### src/rtl/seq_detect_prog.sv
// seq_detect_prog: runtime-programmable serial bit-sequence detector with saturating match counter
// Ports: clk_i clock; rst_ni async active-low reset; inp_valid_i/inp_bit_i qualified serial input;
//   cfg_load_i strobe latching cfg_pattern_i (bit [len-1] first), cfg_len_i, cfg_overlap_i;
//   clr_count_i sync count clear; seq_seen_o 1-cycle match pulse; match_count_o saturating count;
//   cfg_err_o active config illegal, detection disabled.
module seq_detect_prog #(
  parameter int                 MAX_LEN     = 8,
  parameter int                 CNT_W       = 8,
  parameter logic [MAX_LEN-1:0] DEF_PATTERN = 8'h0B,
  parameter int                 DEF_LEN     = 4,
  parameter bit                 DEF_OVERLAP = 1'b1,
  parameter int                 LEN_W       = $clog2(MAX_LEN+1)
) (
  input  logic               clk_i,
  input  logic               rst_ni,
  input  logic               inp_valid_i,
  input  logic               inp_bit_i,
  input  logic               cfg_load_i,
  input  logic [MAX_LEN-1:0] cfg_pattern_i,
  input  logic [LEN_W-1:0]   cfg_len_i,
  input  logic               cfg_overlap_i,
  input  logic               clr_count_i,
  output logic               seq_seen_o,
  output logic [CNT_W-1:0]   match_count_o,
  output logic               cfg_err_o
);
  localparam logic [LEN_W-1:0] MAX_L = LEN_W'(MAX_LEN);
  logic [MAX_LEN-1:0] hist_q, hist_d, pat_q, pat_d, hist_n, mask;
  logic [LEN_W-1:0]   fill_q, fill_d, len_q, len_d, fill_n;
  logic [CNT_W-1:0]   cnt_q, cnt_d;
  logic               ovl_q, ovl_d, err_q, err_d, seen_q, samp, match;
  // A config load cycle swallows the input bit, so it never counts as a sample.
  // mask keeps the low len bits; a shift by MAX_LEN yields an all-ones mask.
  always_comb begin
    samp   = inp_valid_i & ~cfg_load_i;
    hist_n = {hist_q[MAX_LEN-2:0], inp_bit_i};
    fill_n = (fill_q == MAX_L) ? fill_q : fill_q + LEN_W'(1);
    mask   = ~({MAX_LEN{1'b1}} << len_q);
    match  = samp & ~err_q & (((hist_n ^ pat_q) & mask) == '0) & (fill_n >= len_q);
    hist_d = samp ? hist_n : hist_q;
    fill_d = cfg_load_i ? '0 : samp ? ((match & ~ovl_q) ? '0 : fill_n) : fill_q;
    pat_d  = cfg_load_i ? cfg_pattern_i : pat_q;
    len_d  = cfg_load_i ? cfg_len_i : len_q;
    ovl_d  = cfg_load_i ? cfg_overlap_i : ovl_q;
    err_d  = cfg_load_i ? (cfg_len_i == '0 || cfg_len_i > MAX_L) : err_q;
    cnt_d  = clr_count_i ? '0 : (match & ~&cnt_q) ? cnt_q + CNT_W'(1) : cnt_q;
  end
  always_ff @(posedge clk_i or negedge rst_ni)
    if (!rst_ni) begin
      hist_q <= '0;
      fill_q <= '0;
      pat_q  <= DEF_PATTERN;
      len_q  <= LEN_W'(DEF_LEN);
      ovl_q  <= DEF_OVERLAP;
      err_q  <= 1'b0;
      cnt_q  <= '0;
      seen_q <= 1'b0;
    end else begin
      hist_q <= hist_d;
      fill_q <= fill_d;
      pat_q  <= pat_d;
      len_q  <= len_d;
      ovl_q  <= ovl_d;
      err_q  <= err_d;
      cnt_q  <= cnt_d;
      seen_q <= match;
    end
  assign seq_seen_o    = seen_q;
  assign match_count_o = cnt_q;
  assign cfg_err_o     = err_q;
endmodule

### config.mk
export PLATFORM = sky130hd
export DESIGN_NAME = seq_detect_prog
export DESIGN_NICKNAME = d
export VERILOG_FILES = /design/src/rtl/seq_detect_prog.sv
export SDC_FILE = /design/constraint.sdc
export NUM_CORES = 1
export LEC_CHECK = 0
export BUFFER_PORTS_ARGS = -buffer_cell sky130_fd_sc_hd__buf_2
export CORE_ASPECT_RATIO = 0.75
export CORE_MARGIN = 3
export CORE_UTILIZATION = 58
export CTS_BUF_LIST = sky130_fd_sc_hd__clkbuf_8
export DETAILED_ROUTE_END_ITERATION = 7
export PLACE_DENSITY = 0.86
export SYNTH_ARGS = -nofsm -noshare
export SYNTH_HDL_FRONTEND = slang
export SYNTH_SLANG_ARGS = --single-unit
### constraint.sdc
create_clock -name clk_i -period 3.5 [get_ports clk_i]
set_input_delay 0.525 -clock clk_i [delete_from_list [all_inputs] [get_ports clk_i]]
set_output_delay 0.525 -clock clk_i [all_outputs]
set_load 0.1 [all_outputs]
Word level (Yosys, flattened, before mapping). Cells that the tools add are included. Widths: inputs -> output; s select.

Register bits after elaboration: 34. Output and inout bits: 10. Logic and storage cells: 39.

Add/subtract/negate cells: 2. Magnitude comparators: 2. Equal/unequal tests: 1. Shift-type cells: 1. Mux-type cells: 6. Bitwise operators: 12. Reduce and logical (&&, ||, !) cells: 7.

Operators with widths (count): $mux 4 (4); $mux 8 (2); $add 8x1->8 const B (1); $and 8x8->8 (1); $logic_not 8->1 (1); $not 8->8 (1); $reduce_and 8->1 (1); $shl 8x4->8 const A (1); $xor 8x8->8 (1); $and 1x1->1 (6); $add 4x1->4 const B (1); $eq 4x4->1 const B (1); $ge 4x4->1 (1); $gt 4x4->1 const B (1); $logic_not 4->1 (1); $reduce_bool 2->1 (2); $not 1->1 (3); $logic_not 1->1 (1); $logic_or 1x1->1 (1).

Depth between registers and ports, before layout. Gate-level depths: netlist of the first run.

Word-level depth: 10. Depth in mapped cells: 13. Mapped depth without buffers: 12.

Worst setup path before layout of the first run. OpenSTA, ideal clock, no wires.

Path type: register -> register. Start: register fill_q[0]. End: register cnt_q[1] (netlist: match_count_o[1]). Library setup time: 128 ps. Arrival: 2492 ps. Data required time: 3372 ps. Path slack: 879 ps. Cell stages (with the launch flop): 14. Path buffers: 1. Cell sequence: dfrtp_1 > inv_1 > ha_1 > nand2_1 > nor2_1 > xnor2_1 > ha_1 > nand2b_1 > a2111oi_0 > a2111oi_4 > nand3_2 > buf_6 > mux2i_1 > nor2_1.

Word-level cells in the longest chain between the ends: 6. Elaborated cells between the ends (all ways): 7. Those cells by class: 1 x add/sub; 1 x order compare; 1 x eq/ne; 1 x mux; 2 x bitwise; 1 x reduce/logical.

Ends and longest elaborated chain: from (decl) (line 29) `logic [LEN_W-1:0] fill_q, fill_d, len_q, len_d, fill_n;`; from (signal assigned) (line 60) `fill_q <= fill_d;`; $add 4x1->4 or $eq 4x4->1 (tied branches) (line 37) `fill_n = (fill_q == MAX_L) ? fill_q : fill_q + LEN_W'(1);`; $mux 4 * (line 37); $ge 4x4->1 * (line 39) `match = samp & ~err_q & (((hist_n ^ pat_q) & mask) == '0) & (fill_n >= len_q);`; $and 1x1->1 * (line 39); $and 1x1->1 * (line 46) `cnt_d = clr_count_i ? '0 : (match & ~&cnt_q) ? cnt_q + CNT_W'(1) : cnt_q;`; $reduce_bool 2->1 (no line) *; to (signal assigned) (line 65) `cnt_q <= cnt_d;`; to (decl) (line 30) `logic [CNT_W-1:0] cnt_q, cnt_d;`.

Mark *: on every way between the ends. The rest lies on a longest branch, timed or not. A chain may end at the register's enable or synchronous reset.

Worst setup path in the final report of the first run.
Start: register fill_q[0]. End: register cnt_q[5] (netlist: match_count_o[5]).

Same word-level chain as after synthesis.

==> impl_metrics.csv, run 1 <==
group,metric,value,unit
final_layout,mostFrequentLayoutCells,"nand2_1 (30), dfrtp_1 (29), buf_2 (28)",
die,die_y,53.7,um
global_route,gr-usage-all-layers,19.7,%
final_layout,final_common_cell,"nand2_1",
setup_path,worstSetupPathType,"register to register",
setup_path,path_max_fanout,12,
final_layout,fill_cells,190,
route,drc,0,
route,post_drt_wl_per_cell,15.0,um
die,die-area,0.00374,mm^2
timing,grt_setup_unrepaired,"false",
setup_path,arrival,3.28,ns
final_layout,syn_to_final_growth,13.6,%
final_layout,antenna_cells,0,
global_route,antenna_found_initial,0,
final_layout,drive_above_1_share,26.9,%
clock_tree,insertion_delay,0.28,ns
timing,relSlewSlack,47.9,%
setup_path,cp.required,3.71,ns
timing,period_needed,3.07,ns
pwr,cellLeakagePower,0.904,nW
timing,worst_pin_slew,0.761,ns
setup_path,end_kind,"register",
global_route,grt_remaining_overflow,0,
placement,placed_area,0.00190,mm^2
synth,ys_types,37,
setup_path,max_stage_delay,0.53,ns
synth,synth_nets,194,
synth,postSynthCellCount,168,
clock_tree,cts_sinks,34,
die,die_w,69.6,um
timing,clock_skew,0.00421,ns
setup_path,path_cells,"inv_1 -> ha_1 -> nand2_1 -> nand2_1 -> mux2i_1 -> ha_1 -> o21a_1 -> o221ai_2 -> a2111oi_4 -> nand3_2 -> or4_1 -> a21oi_1",
pwr,power.density,453,mW/mm^2
clock_tree,cts_resized,0,
synth,synth_area,0.00176,mm^2
worst_hold_path,hp-class,"primary input to asynchronous set/reset pin",
timing,finalWorstSetupSlack,0.432,ns
synth,avgSynthCellArea,10.5,um^2
final_layout,final_core_util,72.9,%
pwr,peakVddDrop,0.295,mV
timing,drv_slew,0,
timing,max_freq,0.326,GHz
final_layout,num-nets-final,222,
clock_tree,holdBufCountCts,0,
setup_path,start_kind,"register",
route,viasPerCell,5.52,
die,core,0.00274,mm^2
clock_tree,clock_tree.buffer_depth,2,
clock_tree,cts_buffers,5,
timing,period_share,87.7,%
route,drt-total-wl,3490,um
synth,synth-seq-area-share,48.7,%
route,vias,1286,
global_route,grt_pass1_vias,1207,
die,start_util,64.1,%
clock_tree,cts_tree,"yes",
placement,dpl.hpwl,2560,um
final_layout,instances_no_fill,233,
status,status,"finished clean",
pwr,finalPower,0.905,mW
placement,place_inst,225,
die,io_pins,29,
route,drt_pass1_iterations,4,
route,antenna_left,0,
clock_tree,path_clk_slew,0.07,ns
final_layout,final_cell_area,0.00200,mm^2
synth,yosys_warnings,0,
clock_tree,h-tree-depth,2,
clock_tree,cts_root_buf,"clkbuf_8",
timing,finalSetupViolations,0,
setup_path,cpMaxStageDelayCell,"or4_1",
job,max-cap-violations,0,
synth,synth_edf_count,0,
placement,globalplace.congestion,0.803,
timing,hold_violations,0,
global_route,grt_max_degree,35,
synth,synth_ff_type,"dfrtp_1",
synth,synthArstFlopShare,100,%
route,drt_iter0_markers,77,
clock_tree,postCtsSetupRepairBufs,0,
timing,setup_tns,0,ns
placement,io_buffer_count,28,
global_route,grt_first_pass_wirelength,5600,um
synth,ys_seq_elements,34,
timing,fin_hold_ws,0.296,ns
die,num_rows,16,
placement,pre_cts_slack,0.483,ns
==> per-layer routing <==
metal | vias up | share of wire, % | GRT usage [%]
met2 | 19 | 50 | 33.1
met4 | 0 | 0.54 | 5.84
met3 | 3 | 3.3 | 5.04
met5 | - | 0 | 0
met1 | 624 | 46 | 25.9
li1 | 640 | - | -
==> path summary, 6_finish.rpt <==
kind	from	end	slack, ns	cells past startpoint
worst max-delay path	fill_q[0]$_DFFE_PN0P_	match_count_o[5]$_DFFE_PN0P_	0.43	12
worst min-delay path	rst_ni	match_count_o[6]$_DFFE_PN0P_	0.30	1
worst max register to register	fill_q[0]$_DFFE_PN0P_	match_count_o[5]$_DFFE_PN0P_	0.43	12
worst min register to register	hist_q[6]$_DFFE_PN0P_	hist_q[6]$_DFFE_PN0P_	0.52	2
max in group asynchronous	rst_ni	hist_q[4]$_DFFE_PN0P_	2.72	1
min in group clk_i	cfg_pattern_i[2]	pat_q[2]$_DFFE_PN0P_	0.46	2
==> power by group <==
group | switching [mW] | internal (mW) | total (mW)
Combinational | 0.0789 | 0.0612 | 0.140
Sequential | 0.0355 | 0.430 | 0.466
Clock | 0.141 | 0.158 | 0.299
==> state kept, by name, summed over array words and instances, names as in the netlist <==
| register | count |
|---|---|
| cfg_err_o | 1 |
| fill_q | 4 |
| hist_q | 7 |
| len_q | 4 |
| match_count_o | 8 |
| ovl_q | 1 |
| pat_q | 8 |
| seq_seen_o | 1 |
==> cell usage after synthesis (all sizes together) (4+ instances only) <==
library cell  count  share of area [%]
nand2            30                6.4
dfrtp            29                 41
mux2             10                6.4
nor2             10                2.1
xnor2            10                5.0
o21ai             8                2.3
a21oi             7                2.0
ha                7                5.0
dfstp             5                7.5
inv               5                1.1
or3               5                1.8
buf               4                1.7
nand3             4                1.4
==> cell type report <==
class	count	area [um^2]	share of cell area [%]
timing repair buffer	28	140	7.01
tap	36	45.0	2.25
multi-input combinational	122	842	42.1
inverter	5	18.8	0.939
sequential	34	857	42.9
clock inverter	2	12.5	0.626
clock buffer	6	82.6	4.13
==> kinds of logic after synthesis <==
| family | Yosys count | synth area share, % |
|---|---|---|
| xor gates and xnor gates | 13 | 6.47 |
| muxes | 12 | 7.54 |
| and+or+nand+nor | 62 | 17.1 |
| adders and majority gates | 7 | 4.98 |
| AOI/OAI and AO/OA | 28 | 11.7 |
| buffers and inverters | 12 | 3.41 |
| DFF | 34 | 48.7 |
==> critical path, delay by kind of cell (launching register included) <==
kind            cells  cell delay (ns)
compound gates      4             0.86
fa+ha+maj           2             0.42
buf+inv             1             0.10
flops               1             0.42
mux                 1             0.25
simple gates        4             0.96
Note: power is estimated with default switching activity, not from simulation.
==> inputs of run 2 (changes only) <==
--- a/config.mk
+++ b/config.mk
@@ -12,6 +12,7 @@
 export CTS_BUF_LIST = sky130_fd_sc_hd__clkbuf_8
 export DETAILED_ROUTE_END_ITERATION = 7
 export PLACE_DENSITY = 0.86
+export REMOVE_ABC_BUFFERS = 1
 export SYNTH_ARGS = -nofsm -noshare
 export SYNTH_HDL_FRONTEND = slang
 export SYNTH_SLANG_ARGS = --single-unit
==> run 2 against run 1 <==
  * Largest cell class unchanged
  * Core utilization down 0.18 points
  * Cell count unchanged
  * Largest power group unchanged
  * Register-to-register slack better by 0.06 ns
==> impl_metrics.csv, run 2 (same netlist as run 1, synthesis figures left out) <==
group,metric,value,unit
clock_tree,holdBufCountCts,0,
pwr,power.density,448,mW/mm^2
clock_tree,postCtsSetupRepairBufs,0,
route,viasPerCell,5.66,
pwr,cellLeakagePower,0.910,nW
route,drt_iter0_markers,101,
final_layout,num-nets-final,222,
setup_path,r2r.worst_path.cells,12,
clock_tree,cts_root_buf,"clkbuf_8",
setup_path,cp.depth,12,
setup_path,path_max_fanout,12,
timing,drv_slew,0,
setup_path,arrival,3.19,ns
final_layout,syn_to_final_growth,13.3,%
timing,fin_hold_ws,0.290,ns
job,max-cap-violations,0,
die,die_w,69.6,um
timing,relSlewSlack,39.1,%
setup_path,cpMaxStageDelayCell,"a2111oi_0",
timing,clock_skew,0.00487,ns
placement,pre_cts_slack,0.486,ns
setup_path,cp.required,3.68,ns
clock_tree,cts_resized,0,
placement,io_buffer_count,28,
setup_path,endpoint,"match_count_o[1]$_DFFE_PN0P_",
final_layout,final_core_util,72.7,%
setup_path,path_buf_inv,1,
route,post_drt_wl_per_cell,15.5,um
final_layout,final_common_cell,"nand2_1",
setup_path,end_kind,"register",
clock_tree,h-tree-depth,2,
placement,place_inst,225,
setup_path,max_stage_delay,0.81,ns
global_route,grt_remaining_overflow,0,
die,core,0.00274,mm^2
clock_tree,path_clk_slew,0.06,ns
setup_path,cp_top_family,"compound AO/OA/AOI/OAI gates",
timing,worst_pin_slew,0.891,ns
route,drc,0,
placement,globalplace.congestion,0.866,
die,start_util,64.1,%
route,vias,1318,
timing,setup_tns,0,ns
final_layout,mostFrequentLayoutCells,"nand2_1 (30), dfrtp_1 (29), buf_2 (28)",
clock_tree,clock_tree.buffer_depth,2,
setup_path,path_cells,"inv_1 -> ha_1 -> nand2_1 -> nor2_1 -> xnor2_1 -> ha_1 -> nand2b_1 -> a2111oi_0 -> a2111oi_4 -> nand3_2 -> mux2i_1 -> nor2_1",
timing,max_freq,0.333,GHz
die,die-area,0.00374,mm^2
final_layout,antenna_cells,0,
setup_path,critPathLaunch,"fill_q[0]$_DFFE_PN0P_",
timing,grt_setup_unrepaired,"false",
die,num_rows,16,
setup_path,r2r-start,"fill_q[0]$_DFFE_PN0P_",
clock_tree,cts_buffers,5,
global_route,grt_first_pass_wirelength,5980,um
final_layout,instances_no_fill,233,
die,die_y,53.7,um
global_route,gr-usage-all-layers,21.7,%
global_route,grt_pass1_vias,1252,
setup_path,regToRegSetupSlack,0.49,ns
timing,period_needed,3.01,ns
die,io_pins,29,
timing,period_share,85.9,%
setup_path,start_kind,"register",
route,antenna_left,0,
pwr,peakVddDrop,0.334,mV
route,drt_pass1_iterations,4,
global_route,grt_max_degree,35,
clock_tree,cts_tree,"yes",
clock_tree,insertion_delay,0.29,ns
timing,finalSetupViolations,0,
global_route,antenna_found_initial,0,
final_layout,drive_above_1_share,25.9,%
setup_path,worstSetupPathType,"register to register",
clock_tree,cts_sinks,34,
timing,hold_violations,0,
placement,dpl.hpwl,2710,um
timing,finalWorstSetupSlack,0.493,ns
setup_path,reg2reg_to,"match_count_o[1]$_DFFE_PN0P_",
route,drt-total-wl,3600,um
worst_hold_path,hp-class,"primary input to asynchronous set/reset pin",
status,status,"finished clean",
run 2: cell types whose count changed in the layout (fill, tap and decap cells not counted), sizes merged:
cell	before	now
inv	5	7
clkinv	1	0
clkinvlp	1	0
run 2: power by group:
part | total, mW | switching, mW | internal (mW)
registers | 0.467 | 0.0370 | 0.430
clock network | 0.287 | 0.133 | 0.154
logic | 0.137 | 0.0766 | 0.0609
total | 0.892 | 0.247 | 0.645
run 2: final cells by class:
class / count / area [um^2]
clock buffers: 6 / 82.6
well taps: 36 / 45.0
clock inverters: 2 / 7.51
multi-input cells: 122 / 842
flip-flops and latches: 34 / 857
repair buffers: 28 / 140
inverters: 5 / 18.8
fillers: 195 / 749
run 2: per-layer routing:
metal / up-vias / share of wire [%] / global-route usage, %
met5: - / 0 / 0
met4: 0 / 1.3 / 7.47
met3: 6 / 6.7 / 8.40
met2: 48 / 48 / 34.8
met1: 623 / 44 / 27.3
li1: 641 / - / -
run 2: worst min path at each step:
stage | cells past startpoint | to | start | slack [ns]
final | 1 | len_q[0]$_DFFE_PN0P_ | rst_ni | 0.29
after detailed placement | 2 | hist_q[6]$_DFFE_PN0P_ | hist_q[6]$_DFFE_PN0P_ | 0.49
after global placement | 2 | hist_q[4]$_DFFE_PN0P_ | hist_q[3]$_DFFE_PN0P_ | 0.49
after CTS | 1 | len_q[0]$_DFFE_PN0P_ | rst_ni | 0.32
after global routing | 1 | cfg_err_o$_DFFE_PN0P_ | rst_ni | 0.34
after floorplan | 0 | cfg_err_o$_DFFE_PN0P_ | rst_ni | 0.23
run 2: stage by stage:
stage               power, mW  area (um^2)
CTS                     0.901         1990
floorplan               0.561         1720
finish                  0.892         1990
global route            0.943         1990
detailed placement      0.613         1900
global placement        0.603         1900
run 2: worst register-to-register path: stages, from the launching register on:
cell and delay, ns:
dfrtp_1 0.40, inv_1 0.09, ha_1 0.20, nand2_1 0.09, nor2_1 0.06, xnor2_1 0.23
ha_1 0.27, nand2b_1 0.14, a2111oi_0 0.81, a2111oi_4 0.07, nand3_2 0.25, mux2i_1 0.23
nor2_1 0.06
==> inputs of run 3 (changes only) <==
==> constraint.sdc (replaced) <==
create_clock -name clk_i -period 3.5 [get_ports clk_i]
set_input_delay 0.175 -clock clk_i [delete_from_list [all_inputs] [get_ports clk_i]]
set_output_delay 0.175 -clock clk_i [all_outputs]
set_load 0.1 [all_outputs]
==> run 3 against run 2 <==
  * Non-clock buffer count grew 1
  * Clock-buffer cell count is the same
  * Flip-flop and latch count is the same
  * Core utilization grew 0.36 points
  * Worst hold slack lost 0.19 ns
  * Via count grew 0.53%
  * Die area is the same
==> impl_metrics.csv, run 3 (same netlist as run 1, synthesis figures left out) <==
group,metric,value,unit
placement,io_buffer_count,28,
pwr,power.density,446,mW/mm^2
route,viasPerCell,5.66,
setup_path,regToRegSetupSlack,0.49,ns
worst_hold_path,hp-class,"primary input to register",
route,drt-total-wl,3620,um
timing,setup_tns,0,ns
final_layout,fill_cells,194,
global_route,gr-usage-all-layers,21.8,%
setup_path,arrival,3.19,ns
timing,max_freq,0.332,GHz
clock_tree,h-tree-depth,2,
timing,finalSetupViolations,0,
setup_path,cp.required,3.68,ns
setup_path,worstSetupPathType,"register to register",
setup_path,r2r.worst_path.cells,12,
clock_tree,clock_tree.buffer_depth,2,
final_layout,final_core_util,73.0,%
timing,grt_setup_unrepaired,"false",
pwr,pwr-share-comb,15.5,%
placement,dpl.hpwl,2710,um
clock_tree,holdBufCountCts,1,
global_route,grt_max_degree,35,
global_route,grt_first_pass_wirelength,6000,um
route,drt_iter0_markers,109,
job,max-cap-violations,0,
final_layout,final_common_cell,"nand2_1",
timing,period_needed,3.01,ns
setup_path,path_max_fanout,12,
global_route,antenna_found_initial,0,
placement,placed_area,0.00190,mm^2
die,start_util,64.1,%
setup_path,reg2reg_to,"match_count_o[1]$_DFFE_PN0P_",
pwr,p_int,0.646,mW
timing,drv_slew,0,
final_layout,regArea,857,um^2
clock_tree,path_clk_slew,0.06,ns
die,die-area,0.00374,mm^2
clock_tree,cts_buffers,5,
final_layout,antenna_cells,0,
worst_hold_path,hold_end,"pat_q[2]$_DFFE_PN0P_",
die,io_pins,29,
pwr,pwr-share-clk,32.2,%
die,die_y,53.7,um
global_route,grt_pass1_vias,1264,
clock_tree,insertion_delay,0.29,ns
die,num_rows,16,
pwr,switching_share,27.7,%
clock_tree,postCtsSetupRepairBufs,0,
timing,clock_skew,0.00542,ns
final_layout,drive_above_1_share,25.8,%
final_layout,multi_input_area,842,um^2
status,status,"finished clean",
worst_hold_path,whs_path_depth,2,
setup_path,end_kind,"register",
route,antenna_left,0,
worst_hold_path,hold_start,"cfg_pattern_i[2]",
setup_path,r2r-start,"fill_q[0]$_DFFE_PN0P_",
pwr,seqPwrFrac,52.3,%
route,drc,0,
route,vias,1325,
final_layout,final_cell_area,0.00200,mm^2
placement,globalplace.congestion,0.866,
global_route,grt_remaining_overflow,0,
die,die_w,69.6,um
clock_tree,cts_tree,"yes",
clock_tree,cts_resized,0,
die,core,0.00274,mm^2
pwr,cellLeakagePower,0.915,nW
timing,worst_pin_slew,0.889,ns
clock_tree,cts_sinks,34,
clock_tree,cts_root_buf,"clkbuf_8",
timing,period_share,86.0,%
final_layout,num-nets-final,223,
pwr,peakVddDrop,0.335,mV
setup_path,start_kind,"register",
pwr,p_switching,0.247,mW
timing,hold_violations,0,
final_layout,syn_to_final_growth,13.9,%
route,drt_pass1_iterations,4,
final_layout,mostFrequentLayoutCells,"nand2_1 (30), dfrtp_1 (29), buf_2 (28)",
timing,relSlewSlack,39.2,%
route,post_drt_wl_per_cell,15.5,um
run 3: cell count changes in the layout (fill, tap and decap cells not counted), sizes merged:
cell / change
dlygate4sd3: +1
run 3: per-layer routing:
metal | vias to the layer above | part of all wire, % | track usage [%]
met5 | - | 0 | 0
met3 | 8 | 6.6 | 8.40
met2 | 47 | 47 | 35.1
li1 | 642 | - | -
met4 | 0 | 2.0 | 7.47
met1 | 628 | 44 | 27.3
run 3: worst max path at each step:
stage | startpoint | endpoint
after floorplan | fill_q[0]$_DFFE_PN0P_ | match_count_o[5]$_DFFE_PN0P_
after global placement | fill_q[0]$_DFFE_PN0P_ | match_count_o[5]$_DFFE_PN0P_
after detailed placement | fill_q[0]$_DFFE_PN0P_ | match_count_o[1]$_DFFE_PN0P_
after CTS | fill_q[0]$_DFFE_PN0P_ | match_count_o[1]$_DFFE_PN0P_
after global routing | fill_q[0]$_DFFE_PN0P_ | match_count_o[1]$_DFFE_PN0P_
final | fill_q[0]$_DFFE_PN0P_ | match_count_o[1]$_DFFE_PN0P_
run 3: metrics by stage:
stage / setup WS [ns] / power, mW / std cells / hold WS (ns)
2_1_floorplan: 0.878 / 0.561 / 161 / -0.121
5_1_grt: 0.284 / 0.944 / 234 / 0.109
3_5_place_dp: 0.486 / 0.613 / 225 / 0.284
4_1_cts: 0.466 / 0.902 / 234 / 0.0958
3_3_place_gp: 0.718 / 0.603 / 225 / 0.271
6_report: 0.490 / 0.894 / 234 / 0.0985
run 3: critical path: stages, from the launching register on:
cell       delay (ns)
dfrtp_1          0.40
inv_1            0.09
ha_1             0.20
nand2_1          0.09
nor2_1           0.06
xnor2_1          0.23
ha_1             0.27
nand2b_1         0.14
a2111oi_0        0.81
a2111oi_4        0.07
nand3_2          0.25
mux2i_1          0.23
nor2_1           0.06
run 3: layout make-up:
class / instances / share of cell area (%)
Sequential cell: 34 / 42.8
Clock inverter: 2 / 0.375
Clock buffer: 6 / 4.12
Inverter: 5 / 0.937
Timing Repair Buffer: 29 / 7.50
Multi-Input combinational cell: 122 / 42.0
Tap cell: 36 / 2.25
run 3: power groups by stage:
stage	registers (mW)	clock network, mW	logic (mW)
after global routing	0.471	0.318	0.155
after CTS	0.467	0.295	0.140
after floorplan	0.474	0	0.0870
final	0.468	0.288	0.138
after detailed placement	0.474	0	0.138
after global placement	0.471	0	0.132
